### src/rtl/idelay_sweep_pkg.sv
// Shared types and constants for the delay-line tap sweep controller.
package idelay_sweep_pkg;

   localparam int DEF_TAP_W = 5;
   localparam int MAX_TAP   = (1 << DEF_TAP_W) - 1;

   typedef enum logic [2:0] {
      IDLE,
      WAIT_RDY,
      LOAD,
      SETTLE,
      SAMPLE,
      REPORT,
      DONE
   } state_t;

endpackage

### src/rtl/sync_2ff.sv
// Two-flop synchronizer for one asynchronous level signal.
// Latency: 2 clk cycles. Backpressure: none, level signal only.
module sync_2ff (
   input  logic clk,
   input  logic rst_n,
   input  logic d,
   output logic q
);

   logic meta;

   always_ff @(posedge clk or negedge rst_n) begin
      if (!rst_n) begin
         meta <= 1'b0;
         q    <= 1'b0;
      end else begin
         meta <= d;
         q    <= meta;
      end
   end

endmodule

### src/rtl/idelay_sweep_ctrl.sv
// Steps the delay tap over [first_tap, last_tap], settles, counts sense_in ones per tap.
// Latency per tap: 1 load + SETTLE_CYC + SAMPLE_CNT cycles, plus result handshake.
// Backpressure: result is held in REPORT, with delay frozen, until res_ready.
module idelay_sweep_ctrl
   import idelay_sweep_pkg::*;
#(
   parameter int TAP_W      = DEF_TAP_W,
   parameter int SETTLE_CYC = 8,
   parameter int SAMPLE_CNT = 256,
   parameter int CNT_W      = 9
) (
   input  logic             clk_in,
   input  logic             rst_n,
   input  logic             start,
   input  logic             abort,
   input  logic [TAP_W-1:0] first_tap,
   input  logic [TAP_W-1:0] last_tap,
   input  logic             idelay_rdy,
   input  logic             sense_in,
   output logic [TAP_W-1:0] delay,
   output logic             ld,
   output logic             busy,
   output logic             res_valid,
   input  logic             res_ready,
   output logic [TAP_W-1:0] res_tap,
   output logic [CNT_W-1:0] res_ones,
   output logic             done,
   output logic             err
);

   localparam int               SET_W    = (SETTLE_CYC > 1) ? $clog2(SETTLE_CYC) : 1;
   localparam logic [SET_W-1:0] SET_LOAD = SET_W'(SETTLE_CYC - 1);
   localparam logic [CNT_W-1:0] LAST_SMP = CNT_W'(SAMPLE_CNT - 1);

   state_t           state;
   logic             rdy_s;
   logic [TAP_W-1:0] tap;
   logic [TAP_W-1:0] last_r;
   logic [SET_W-1:0] settle_cnt;
   logic [CNT_W-1:0] ones_cnt;
   logic [CNT_W-1:0] smp_cnt;
   logic [CNT_W-1:0] ones_nxt;

   sync_2ff u_rdy_sync (
      .clk   (clk_in),
      .rst_n (rst_n),
      .d     (idelay_rdy),
      .q     (rdy_s)
   );

   assign ones_nxt = ones_cnt + CNT_W'(sense_in);
   assign busy     = (state != IDLE);

   // delay and ld are registered on the transition into LOAD so both are visible in LOAD itself.
   always_ff @(posedge clk_in or negedge rst_n) begin
      if (!rst_n) begin
         state      <= IDLE;
         tap        <= '0;
         last_r     <= '0;
         settle_cnt <= '0;
         ones_cnt   <= '0;
         smp_cnt    <= '0;
         delay      <= '0;
         ld         <= 1'b0;
         res_valid  <= 1'b0;
         res_tap    <= '0;
         res_ones   <= '0;
         done       <= 1'b0;
         err        <= 1'b0;
      end else begin
         ld   <= 1'b0;
         done <= 1'b0;
         if (abort) begin
            state     <= IDLE;
            res_valid <= 1'b0;
         end else begin
            unique case (state)
               IDLE: begin
                  if (start) begin
                     if (last_tap >= first_tap) begin
                        tap    <= first_tap;
                        last_r <= last_tap;
                        err    <= 1'b0;
                        state  <= WAIT_RDY;
                     end else begin
                        err <= 1'b1;
                     end
                  end
               end
               WAIT_RDY: begin
                  if (rdy_s) begin
                     delay <= tap;
                     ld    <= 1'b1;
                     state <= LOAD;
                  end
               end
               LOAD: begin
                  settle_cnt <= SET_LOAD;
                  state      <= SETTLE;
               end
               SETTLE: begin
                  if (!rdy_s) begin
                     err   <= 1'b1;
                     state <= WAIT_RDY;
                  end else if (settle_cnt == '0) begin
                     ones_cnt <= '0;
                     smp_cnt  <= '0;
                     state    <= SAMPLE;
                  end else begin
                     settle_cnt <= settle_cnt - 1'b1;
                  end
               end
               SAMPLE: begin
                  if (!rdy_s) begin
                     // partial counts are dropped; the same tap is reloaded once RDY returns
                     err      <= 1'b1;
                     ones_cnt <= '0;
                     smp_cnt  <= '0;
                     state    <= WAIT_RDY;
                  end else if (smp_cnt == LAST_SMP) begin
                     res_tap   <= tap;
                     res_ones  <= ones_nxt;
                     res_valid <= 1'b1;
                     state     <= REPORT;
                  end else begin
                     ones_cnt <= ones_nxt;
                     smp_cnt  <= smp_cnt + 1'b1;
                  end
               end
               REPORT: begin
                  if (res_ready) begin
                     res_valid <= 1'b0;
                     if (tap == last_r) begin
                        done  <= 1'b1;
                        state <= DONE;
                     end else begin
                        tap   <= tap + 1'b1;
                        delay <= tap + 1'b1;
                        ld    <= 1'b1;
                        state <= LOAD;
                     end
                  end
               end
               DONE: begin
                  state <= IDLE;
               end
               default: begin
                  state <= IDLE;
               end
            endcase
         end
      end
   end

endmodule

### config.mk
export PLATFORM = sky130hd
export DESIGN_NAME = idelay_sweep_ctrl
export DESIGN_NICKNAME = d
export VERILOG_FILES = /design/src/rtl/idelay_sweep_pkg.sv /design/src/rtl/sync_2ff.sv /design/src/rtl/idelay_sweep_ctrl.sv
export SDC_FILE = /design/constraint.sdc
export NUM_CORES = 1
export LEC_CHECK = 0
export BUFFER_PORTS_ARGS = -buffer_cell sky130_fd_sc_hd__buf_2
export CAP_MARGIN = 10
export CELL_PAD_IN_SITES_DETAIL_PLACEMENT = 1
export CELL_PAD_IN_SITES_GLOBAL_PLACEMENT = 1
export CORE_MARGIN = 4
export CORE_UTILIZATION = 30
export CTS_CLUSTER_DIAMETER = 30
export DETAILED_ROUTE_END_ITERATION = 7
export GPL_ROUTABILITY_DRIVEN = 0
export PLACE_DENSITY = 0.67
export SETUP_SLACK_MARGIN = 0.3
export SLEW_MARGIN = 20
export SYNTH_ARGS = -nofsm -noshare
export SYNTH_HDL_FRONTEND = slang
export SYNTH_SLANG_ARGS = --single-unit
export TNS_END_PERCENT = 50
### constraint.sdc
create_clock -name clk_in -period 2.8 [get_ports clk_in]
set_clock_uncertainty 0.1 [all_clocks]
set_input_delay 0.14 -clock clk_in [delete_from_list [all_inputs] [get_ports clk_in]]
set_output_delay 0.14 -clock clk_in [all_outputs]
set_load 0.01 [all_outputs]
### Yosys cells after proc, flatten, opt, wreduce, memory -nomap -nowiden

Cells that the tools add are included.

| storage, ports and cells | value |
|---|---|
| bits in registers | 59 |
| input port bits | 17 |
| output and inout port bits | 24 |
| logic and storage cells | 112 |

| operators by class | value |
|---|---|
| add/sub/neg operators | 4 |
| magnitude comparators | 1 |
| equal/unequal tests | 25 |
| mux-type cells | 47 |
| bitwise gates (word level) | 1 |
| reductions and logical operators | 19 |

Operator list:

| cell | number |
|---|---|
| $mux W9 | 6 |
| $mux W3 | 12 |
| $pmux W9 S2 | 2 |
| $mux W5 | 5 |
| $pmux W5 S2 | 2 |
| $reduce_and A4 Y1 | 5 |
| $pmux W3 S6 | 1 |
| $mux W1 | 15 |
| $ne A3 B3 Y1 const B | 5 |
| $ne A2 B2 Y1 const B | 7 |
| $reduce_and A6 Y1 | 2 |
| $reduce_and A5 Y1 | 2 |
| $reduce_bool A2 Y1 | 5 |
| $add A9 B1 Y9 | 1 |
| $add A9 B1 Y9 const B | 1 |
| $eq A9 B8 Y1 const B | 1 |
| $ne A4 B4 Y1 const B | 2 |
| $eq A3 B2 Y1 const B | 2 |
| $eq A3 B3 Y1 const B | 2 |
| $logic_not A3 Y1 | 2 |
| $ne A3 B2 Y1 const B | 2 |
| $pmux W1 S2 | 3 |
| $pmux W3 S2 | 1 |
| $reduce_bool A3 Y1 | 2 |
| 8 further kinds | 9 |

### Longest topological paths before layout

Gate-level depths: netlist (run 1).

| depth | value |
|---|---|
| depth in word-level cells | 5 |
| depth in mapped cells | 12 |
| gate-level depth less buffers | 10 |

### Modules after synthesis

A second synthesis (run 1) with hierarchy kept.

| second synthesis, totals | value |
|---|---|
| cell total of the unflattened synthesis | 338 |
| area total of the unflattened synthesis | 3275.6 µm² |

Modules (own cells, without submodules):

| module | instances | cells each | area each (µm²) | sequential area each (µm²) |
|---|---|---|---|---|
| idelay_sweep_ctrl | 1 | 336 | 3225.6 | 1426.4 |
| sync_2ff | 1 | 2 | 50.0 | 50.0 |

### Least setup slack after synthesis (run 1)

OpenSTA, ideal clock, no wires.

| path | value |
|---|---|
| kind | reg-to-reg |
| start | register smp_cnt[0] |
| end | register smp_cnt[5] |
| library setup time | 0.133 ns |
| data arrival time | 2.334 ns |
| data required time | 2.567 ns |
| slack | 0.234 ns |
| stages on the path, launching flop included | 13 |
| path buffers | 2 |
| path through | dfrtp_1 ha_1 and3_1 and3_1 and3_1 ha_1 inv_1 nor2_1 or3_1 clkbuf_1 clkbuf_1 o21ai_0 o41ai_1 |

| on the way | value |
|---|---|
| word-level cells in the longest chain between the ends | 4 |
| elaborated cells on any way between the ends | 7 |
| those cells by class | add/sub (1); eq/ne (2); mux (3); reduce/logical (1) |

Ends and longest elaborated chain:

| what | line | text |
|---|---|---|
| start: declaration | idelay_sweep_ctrl.sv:41 | `logic [CNT_W-1:0] smp_cnt;` |
| start signal: assignment | idelay_sweep_ctrl.sv:127 | `smp_cnt <= smp_cnt + 1'b1;` |
| $add A9 B1 Y9 | idelay_sweep_ctrl.sv:127 |  |
| $mux W9 | idelay_sweep_ctrl.sv:120 | `end else if (smp_cnt == LAST_SMP) begin` |
| $mux W9 | idelay_sweep_ctrl.sv:114 | `if (!rdy_s) begin` |
| $pmux W9 S2 | idelay_sweep_ctrl.sv:77 | `unique case (state)` |

Parallel ways exist; a longest one is shown, timed or not. The select of a mux whose other input is x is not followed.
A chain may end at the register's enable or synchronous reset.

### Final worst setup path (run 1)

| path | value |
|---|---|
| start | register smp_cnt[1] |
| end | register smp_cnt[1] |

The elaborated chain is that of the path after synthesis.

==> run metrics, run 1 <==
Register Area 1480 sq um; CP delay by family, top simple AND/OR/NAND/NOR gates; Mapped Nets 354; Synth Instances 325; Worst-path clk slew approximately 70 ps; Final Slew Violations 0; DR pass1 iterations 4; CP max stage delay 430 ps; Worst VDD drop ~430 uV; Worst-Skew Late Latency 350 ps; count of final hold-check violations 0; TritonCTS clock tree built; synth top area cells dfrtp_1 47%, o21ai_0 5.9%, mux2_2 5.1%; die height approximately 110 um; worst hold path type in -> reg; Worst EP arrival ~2600 ps; Crit. Startpoint smp_cnt[1]; maxcap violations 0; fin crit share 0.876; RR Startpoint smp_cnt[1]; ratio of cells with drive above 1 in the final layout 0.281; setup TNS 0 ps; initial antenna violation count 0; Max Root-Sink Buffers 2; WP buf/inv 2; RSZ-0062 raised after global routing yes; total grt overflow 0; asr flop ratio synth 1.00; met2 wire length between 4000 and 5000 um; synthesized area per cell 9.60 sq um; register area share after synthesis 0.473; Synth Cell Area 3120 sq um; H-tree levels 3; TritonCTS buffer count 9; cell count of the worst reg-to-reg path 10; met1 WL 3860 um; Clock Sinks 59; register bit total from synthesis 59; met3 wire len 252 um; vias about 2600; Yosys Warn Count 0; Yosys cell types 49; post-synth top area share 0.473; crit path kind reg -> reg; Final #Nets between 400 and 500; PortBufs 40; root buffer cell clkbuf_8; Total Wirelength a little over 8000 um; first-pass GRT wire length 13400 um; Synth area leader dfrtp_1; worst path cell trace ha_2 -> and3_4 -> and3_4 -> and3_4 -> ha_4 -> inv_4 -> nor2_2 -> or3_4 -> buf_8 -> a22o_1; Layout fillers ~1200; I/O pins 41; Initial Util 0.313; relative slew slack 0.478; Achievable Freq just over 400 MHz; ys flop type dfrtp_1; minimum clock period 2450 ps; P per Cell Area 675 nW/um^2; Hold EP tap[1]; P&R area growth vs syn 27.2%; crit-path max FO 5; CP required 2930 ps; Via density 5.02; number of remaining DRC errors 0; DRT antenna net count 0; DP Wirelength 5670 um; most used cell, CP and3_4; vias in the first global route between 2000 and 3000; multi-input logic area 1640 sq um; detailed router's first-iteration violation count 86; final design utilization 0.399; Worst setup EP type flip-flop; Ant. Diodes 0; uppermost routed layer met4; Final setup viols 0; Post-synth EDFFs 0; Avg WL per Cell 16.1 um; startpoint type of the worst setup path flip-flop; Worst Hold Launch first_tap[1]; most frequent cell after synthesis dfrtp_1; core area 9950 sq um; R2R Setup Slk about 350 ps; worst-margin pin slew 783 ps; status finished clean; cell at the slowest stage of the critical path or3_4; Post-synth top cells 59 x dfrtp_1, 40 x nand2_1, 37 x o21ai_0; leak pwr 1.78 nW; worst r2r dst smp_cnt[1]; Rows 36; gr usage total 0.144; worst hold path cell count 3; die area 12100 sq um; Die X 110 um; pin count of the biggest net entering global routing 60
cell type report:
type / count / area share
Sequential cell: 59 / 0.372
Multi-Input combinational cell: 235 / 0.414
Inverter: 14 / 0.0139
Clock inverter: 7 / 0.0252
Tap cell: 133 / 0.0419
Clock buffer: 9 / 0.0312
Timing Repair Buffer: 60 / 0.102
per-stage QoR:
step                hold slack, ps  area, sq um  setup slack, ps  instances  total power, W
finish                        19.9         3970              347        517         0.00268
global route                  25.0         3970              249        517         0.00284
CTS                           11.1         3840              302        515         0.00270
detailed placement             153         3480              137        489         0.00176
global placement               165         3480              247        489         0.00174
floorplan                     -256         3140              307        325         0.00154
logic make-up (layout without fill, tap and decap cells):
family / Yosys count / count (layout) / synth area share
mux: 17 / 17 / 0.0601
flops: 59 / 59 / 0.473
buf+inv: 31 / 90 / 0.0397
fa+ha+maj: 12 / 12 / 0.0481
xor+xnor: 15 / 15 / 0.0421
simple gates: 109 / 109 / 0.171
compound gates: 82 / 82 / 0.166
where the power goes:
group	switching, W	internal (W)	total (W)
combinational	0.000335	0.000302	0.000638
clock	0.000391	0.000507	0.000898
sequential	0.000150	0.000991	0.00114
state kept, by name, indices dropped and copies added, names as in the netlist:
register,flops
delay,5
done,1
err,1
last_r,5
ld,1
ones_cnt,9
res_ones,9
res_tap,5
res_valid,1
settle_cnt,3
smp_cnt,9
state,3
tap,5
u_rdy_sync.meta,1
u_rdy_sync.q,1
repair_timing:
action                                  4_1_cts  5_1_grt
hold endpoints to repair                     66        0
hold buffers                                  8        0
setup buffers                                 2        1
cloned                                        0        1
pin swaps                                     1       13
resized for setup                             8       42
endpoints found under the setup margin       29       43
how the worst max path moves through the flow:
| stage | end | slack, ps | cells after the start |
|---|---|---|---|
| after floorplan | res_tap[1] | 310 | 10 |
| after global placement | res_tap[0] | 250 | 10 |
| after detailed placement | res_tap[3] | 140 | 10 |
| after CTS | smp_cnt[2] | 300 | 11 |
| after global routing | ones_cnt[7] | 250 | 10 |
| final | smp_cnt[1] | 350 | 10 |
layer usage:
metal,GRT usage,vias to the layer above
li1,-,1262
met1,0.195,1283
met2,0.228,39
met3,0.0245,13
met4,0.0588,0
met5,0,-
tightest hold or removal path: stages:
cell	delay, ps
buf_2	90
o32ai_1	80
a21oi_1	110
cell usage in the layout (no fill, tap or decap), types with 3 or more instances in the layout:
cell type       n
o21ai_0        17
dfrtp_1        59
inv_1          13
or3_4           3
a22o_1          4
ha_1           10
clkinvlp_4      3
o21ai_2         8
and3_1          5
clkbuf_8        9
mux2i_1         3
buf_4           9
nor3_1          7
buf_2          40
o21ai_1        12
nand2_1        40
dlygate4sd3_1   8
nand3_1         5
xnor2_1        15
nor2_1         22
a31oi_1         3
nand2b_1        7
a21oi_1        10
nand3b_1        3
mux2_2         14
and3_4          3
Note: power is estimated with default switching activity, not from simulation.
==> run 2: changes to the inputs <==
--- a/config.mk
+++ b/config.mk
@@ -8,6 +8,6 @@
 export BUFFER_PORTS_ARGS = -buffer_cell sky130_fd_sc_hd__buf_2
 export CAP_MARGIN = 10
-export CELL_PAD_IN_SITES_DETAIL_PLACEMENT = 1
-export CELL_PAD_IN_SITES_GLOBAL_PLACEMENT = 1
+export CELL_PAD_IN_SITES_DETAIL_PLACEMENT = 0
+export CELL_PAD_IN_SITES_GLOBAL_PLACEMENT = 2
 export CORE_MARGIN = 4
 export CORE_UTILIZATION = 30
@@ -15,5 +15,5 @@
 export DETAILED_ROUTE_END_ITERATION = 7
 export GPL_ROUTABILITY_DRIVEN = 0
-export PLACE_DENSITY = 0.67
+export PLACE_DENSITY = 0.78
 export SETUP_SLACK_MARGIN = 0.3
 export SLEW_MARGIN = 20
--- a/constraint.sdc
+++ b/constraint.sdc
@@ -3,3 +3,3 @@
 set_input_delay 0.14 -clock clk_in [delete_from_list [all_inputs] [get_ports clk_in]]
 set_output_delay 0.14 -clock clk_in [all_outputs]
-set_load 0.01 [all_outputs]
+set_load 0.05 [all_outputs]
==> run 2 against run 1 <==
  * Utilization shrank 1.0 points
  * Critical path depth grew 1
  * Register-to-register slack gained 30 ps
  * Sequential share of layout area grew 0.97 points
  * Sequential cell count is the same
  * Via count shrank 3.4%
  * Die area is the same
  * Wire length shrank 11%
  * Design area shrank 2.6%
  * Worst setup slack gained 34 ps
  * Critical endpoint is now smp_cnt[7]
  * Largest power group unchanged
==> run metrics, run 2 (synthesized netlist as in run 1, its figures left out) <==
Worst VDD drop 496 uV (was 431 uV); DP Wirelength 5300 um (was 5670 um); sequential power share 0.438 (was 0.426); Final #Nets 412 (was 408); Finished Layout Cells 520 (was 517); core area 9950 sq um (unchanged); internal power 0.00163 W (was 0.00180 W); pin count of the biggest net entering global routing 35 (was 60); Die X 110 um (unchanged); DRT antenna net count 0 (unchanged); Max Root-Sink Buffers 2 (unchanged); crit path kind reg -> reg (unchanged); initial antenna violation count 0 (unchanged); total grt overflow 0 (unchanged); startpoint type of the worst setup path flip-flop (unchanged); die height 110 um (unchanged); Top Registers ones_cnt (9), res_ones (9), smp_cnt (9) (unchanged); leak pwr 1.77 nW (was 1.78 nW); TritonCTS buffer count 9 (unchanged); leading cell type in the layout, fill and taps excluded dfrtp_1 (unchanged); Initial Util 0.313 (unchanged); vias in the first global route 2505 (was 2633); Total Wirelength 7400 um (was 8320 um); TritonCTS clock tree built (unchanged); RSZ-0062 raised after global routing yes (unchanged); P per Cell Area 667 nW/um^2 (was 675 nW/um^2); worst path cell trace ha_2 -> and3_4 -> and3_4 -> and3_1 -> ha_2 -> inv_2 -> nor2_1 -> or3_4 -> buf_8 -> o21ai_0 -> o21ai_0 (was ha_2 -> and3_4 -> and3_4 -> and3_4 -> ha_4 -> inv_4 -> nor2_2 -> or3_4 -> buf_8 -> a22o_1); Clock Sinks 59 (unchanged); minimum clock period 2420 ps (was 2450 ps); Layout fillers 1000 (was 1155); CP delay by family, top simple AND/OR/NAND/NOR gates (unchanged); P&R area growth vs syn 23.9% (was 27.2%); Ant. Diodes 0 (unchanged); worst hold path type in -> reg (unchanged); detailed router's first-iteration violation count 94 (was 86); I/O pins 41 (unchanged); worst-margin pin slew 535 ps (was 783 ps); Switch Pwr 0.000948 W (was 0.000877 W); Worst-path clk slew 60 ps (was 70 ps); Worst setup EP type flip-flop (unchanged); H-tree levels 3 (unchanged); PortBufs 40 (unchanged); final design utilization 0.389 (was 0.399); Via density 4.83 (was 5.02); commonest cells after routing, fill and taps aside 59 x dfrtp_1, 40 x nand2_1, 40 x buf_2 (unchanged); Clock power frac 0.263 (was 0.336); crit-path max FO 12 (was 5); final design area excluding fillers 3870 sq um (was 3970 sq um); count of final hold-check violations 0 (unchanged); Comb pwr share 0.300 (was 0.238); relative slew slack 0.640 (was 0.478); Worst EP arrival 2530 ps (was 2590 ps); Final setup viols 0 (unchanged); Avg WL per Cell 14.2 um (was 16.1 um); CP required 2910 ps (was 2930 ps); Placed Cells 493 (was 489); WP buf/inv 2 (unchanged); number of remaining DRC errors 0 (unchanged); Rows 36 (unchanged); die area 12100 sq um (unchanged); vias 2509 (was 2597); status finished clean (unchanged); Worst-Skew Late Latency 340 ps (was 350 ps); switching part of the total 0.367 (was 0.328); setup TNS 0 ps (unchanged); ratio of cells with drive above 1 in the final layout 0.258 (was 0.281); CP max stage delay 400 ps (was 430 ps); Final Slew Violations 0 (unchanged); root buffer cell clkbuf_8 (unchanged); gr usage total 0.132 (was 0.144); Achievable Freq 413 MHz (was 408 MHz); Placed Area 3530 sq um (was 3480 sq um); first-pass GRT wire length 12400 um (was 13400 um); fin crit share 0.864 (was 0.876); cell at the slowest stage of the critical path dfrtp_1 (was or3_4); maxcap violations 0 (unchanged); DR pass1 iterations 7 (was 4)
==> run 2: cell types whose count changed in the layout (fill, tap and decap cells not counted), sizes merged <==
cell,previous run,this run
bufinv,2,0
clkinvlp,3,2
buf,51,56
inv,16,14
clkinv,0,3
==> run 2: worst paths after layout <==
check	depth (start not counted)	start	end	slack, ps
setup / recovery	11	smp_cnt[1]	smp_cnt[7]	380
min in group asynchronous	3	rst_n	last_r[3]	230
hold / removal	2	res_ready	state[2]	30
hold reg to reg	0	u_rdy_sync.meta	u_rdy_sync.q	260
max in group asynchronous	3	rst_n	smp_cnt[5]	1990
setup reg to reg	11	smp_cnt[1]	smp_cnt[7]	380
==> run 2: timing repair <==
action	in CTS	in global routing
setup buffers	4	0
hold endpoints to repair	66	0
hold buffers	8	0
endpoints found under the setup margin	17	29
pin swaps	1	4
resized for setup	7	18
==> run 2: area by class of cell <==
class / count / area (sq um) / share of cell area
Inverter: 14 / 52.6 / 0.0136
Tap cell: 133 / 166 / 0.0430
Multi-Input combinational cell: 235 / 1580 / 0.410
Timing Repair Buffer: 64 / 420 / 0.109
Clock inverter: 5 / 30.0 / 0.00776
Clock buffer: 10 / 138 / 0.0356
Sequential cell: 59 / 1480 / 0.382
==> run 2: metrics by stage <==
stage,hold WS (ps),power [W],setup WS [ps]
2_1_floorplan,-256,0.00168,307
3_3_place_gp,75.5,0.00189,207
3_5_place_dp,78.3,0.00190,137
4_1_cts,12.8,0.00262,275
5_1_grt,29.6,0.00275,291
6_report,30.4,0.00258,381
==> run 2: per-layer routing <==
layer	vias up	wire length, um	global-route usage	part of all wire
met1	1200	3760	0.187	0.51
met5	-	0	0	0
li1	1264	-	-	-
met2	39	3280	0.195	0.44
met3	6	259	0.0373	0.035
met4	0	97	0.0427	0.013
==> run 2: power groups by stage <==
| stage | combinational, W | clock, W | sequential, W |
|---|---|---|---|
| finish | 0.000774 | 0.000678 | 0.00113 |
| global route | 0.000856 | 0.000742 | 0.00115 |
| CTS | 0.000786 | 0.000708 | 0.00113 |
| detailed placement | 0.000757 | 0 | 0.00115 |
| global placement | 0.000748 | 0 | 0.00115 |
| floorplan | 0.000435 | 0 | 0.00125 |
==> run 3: changes to the inputs <==
Settings changed: CORE_UTILIZATION 30 to 36, PLACE_DENSITY 0.78 to 0.89.
==> run 3 against run 2 <==
  * Wire length fell by 1.3%
  * Largest cell class unchanged
  * Largest power group unchanged
  * Critical path type unchanged
  * Design area down 1.6%
  * Clock power grew 4.7%
  * Final cell count down 6.2%
  * Via count grew 2.0%
  * Sequential share of layout area increased by 0.63 points
  * Sequential cell count stayed put
  * Power rose by 1.1%
==> run metrics, run 3 (synthesized netlist as in run 1, its figures left out) <==
status finished clean (unchanged); worst path cell trace ha_2 -> and3_4 -> and3_4 -> and3_1 -> ha_2 -> inv_1 -> nor2_1 -> or3_4 -> buf_6 -> o21ai_0 -> o21ai_0 (was ha_2 -> and3_4 -> and3_4 -> and3_1 -> ha_2 -> inv_2 -> nor2_1 -> or3_4 -> buf_8 -> o21ai_0 -> o21ai_0); worst hold path cell count 3 (was 2); CP required 2910 ps (about the same); vias in the first global route 2563 (was 2505); Achievable Freq 405 MHz (was 413 MHz); Stages on worst setup path 11 (unchanged); CP delay by family, top simple AND/OR/NAND/NOR gates (unchanged); first-pass GRT wire length 12500 um (was 12400 um); crit-path max FO 9 (was 12); startpoint type of the worst setup path flip-flop (unchanged); Clock Sinks 59 (unchanged); Total Wirelength 7300 um (was 7400 um); CP max stage delay 400 ps (about the same); minimum clock period 2470 ps (was 2420 ps); WP buf/inv 2 (unchanged); setup TNS 0 ps (unchanged); Worst-path clk slew 60 ps (about the same); I/O pins 41 (unchanged); core area 8340 sq um (was 9950 sq um); Final #Nets 408 (was 412); maxcap violations 0 (unchanged); H-tree levels 3 (unchanged); RSZ-0062 raised after global routing yes (unchanged); DR pass1 iterations 4 (was 7); pin count of the biggest net entering global routing 48 (was 35); P&R area growth vs syn 21.9% (was 23.9%); ratio of cells with drive above 1 in the final layout 0.251 (was 0.258); Final setup viols 0 (unchanged); Die X 101 um (was 110 um); total power 0.00261 W (was 0.00258 W); worst hold path type in -> reg (unchanged); Max Root-Sink Buffers 2 (unchanged); Worst Setup EP smp_cnt[7] (unchanged); count of final hold-check violations 0 (unchanged); Avg WL per Cell 15.0 um (was 14.2 um); PortBufs 40 (unchanged); fin crit share 0.881 (was 0.864); vias 2560 (was 2509); Worst EP arrival 2570 ps (was 2530 ps); Top Registers ones_cnt (9), res_ones (9), smp_cnt (9) (unchanged); Initial Util 0.374 (was 0.313); root buffer cell clkbuf_8 (unchanged); detailed router's first-iteration violation count 90 (was 94); Worst setup EP type flip-flop (unchanged); relative slew slack 0.597 (was 0.640); Via density 5.25 (was 4.83); commonest cells after routing, fill and taps aside 59 x dfrtp_1, 40 x nand2_1, 39 x buf_2 (was 59 x dfrtp_1, 40 x nand2_1, 40 x buf_2); number of remaining DRC errors 0 (unchanged); leading cell type in the layout, fill and taps excluded dfrtp_1 (unchanged); Register Area 1480 sq um (unchanged); cell count of the worst reg-to-reg path 11 (unchanged); RR Startpoint smp_cnt[1] (unchanged); R2R Setup Slk 330 ps (was 380 ps); Final Slew Violations 0 (unchanged); TritonCTS buffer count 9 (unchanged); die area 10200 sq um (was 12100 sq um); Worst VDD drop 496 uV (about the same); Layout fillers 835 (was 1000); gr usage total 0.156 (was 0.132); cell at the slowest stage of the critical path dfrtp_1 (unchanged); TritonCTS clock tree built (unchanged); P per Cell Area 686 nW/um^2 (was 667 nW/um^2); DP Wirelength 5090 um (was 5300 um); leak pwr 1.76 nW (was 1.77 nW); total grt overflow 0 (unchanged); worst r2r dst smp_cnt[7] (unchanged); DRT antenna net count 0 (unchanged); die height 101 um (was 110 um); multi-input logic area 1580 sq um (unchanged); worst-margin pin slew 599 ps (was 535 ps); Crit. Startpoint smp_cnt[1] (unchanged); crit path kind reg -> reg (unchanged); Rows 33 (was 36); initial antenna violation count 0 (unchanged); Worst-Skew Late Latency 340 ps (about the same); Ant. Diodes 0 (unchanged)
[run 3: cell types whose count changed in the layout (fill, tap and decap cells not counted), moves of 2 or more]
| cell | previous run | this run |
|---|---|---|
| buf_4 | 14 | 11 |
| buf_6 | 0 | 3 |
| clkbuf_8 | 10 | 12 |
| clkinvlp_4 | 2 | 0 |
| o21ai_0 | 25 | 27 |
| o21ai_1 | 12 | 8 |
| o21ai_2 | 1 | 3 |
[run 3: metal layers]
layer  share of wire  wire length, um  track usage
met1            0.48             3530        0.220
met4           0.015              108       0.0552
met3           0.043              313       0.0401
met5               0                0            0
met2            0.46             3350        0.231
[run 3: how the worst min path moves through the flow]
stage / startpoint / to / slack, ps
after floorplan: rst_n / delay[0] / -260
after global placement: idelay_rdy / u_rdy_sync.meta / 150
after detailed placement: idelay_rdy / u_rdy_sync.meta / 160
after CTS: first_tap[2] / tap[2] / 0.6
after global routing: first_tap[2] / tap[2] / -2
final: first_tap[4] / tap[4] / 5
[run 3: what timing repair did]
item,in CTS,in global routing
setup endpoints to repair,19,35
hold buffers,7,0
hold endpoints to repair,51,0
pin swaps,1,4
resized for setup,10,15
setup buffers,1,2
[run 3: power by group]
group          leakage (nW)  switching, W  internal (W)
Combinational         0.906      0.000474      0.000296
Clock                0.0953      0.000324      0.000386
Sequential            0.753      0.000137      0.000992
Total                  1.76      0.000935       0.00167
[run 3: worst register-to-register path, stage by stage (launching register included)]
cell and delay, ps:
dfrtp_1 400, ha_2 190, and3_4 180, and3_4 180, and3_1 180, ha_2 190
inv_1 70, nor2_1 50, or3_4 400, buf_6 150, o21ai_0 140, o21ai_0 100
[run 3: area by class of cell]
type	count	share of cell area
multi-input combinational	235	0.416
inverter	14	0.0138
clock buffer	13	0.0444
sequential	59	0.388
timing repair buffer	60	0.100
clock inverter	2	0.00263
tap	105	0.0345
[run 3: per-stage QoR]
stage | utilization | worst slack, ps | cell area, sq um | hold slack, ps | std cells
4_1_cts | 0.451 | 302 | 3760 | 0.629 | 486
3_3_place_gp | 0.415 | 286 | 3460 | 154 | 463
3_5_place_dp | 0.415 | 220 | 3460 | 155 | 463
5_1_grt | 0.456 | 239 | 3800 | -2.44 | 488
6_report | 0.456 | 334 | 3800 | 5.46 | 488
2_1_floorplan | - | 307 | 3140 | -256 | 325
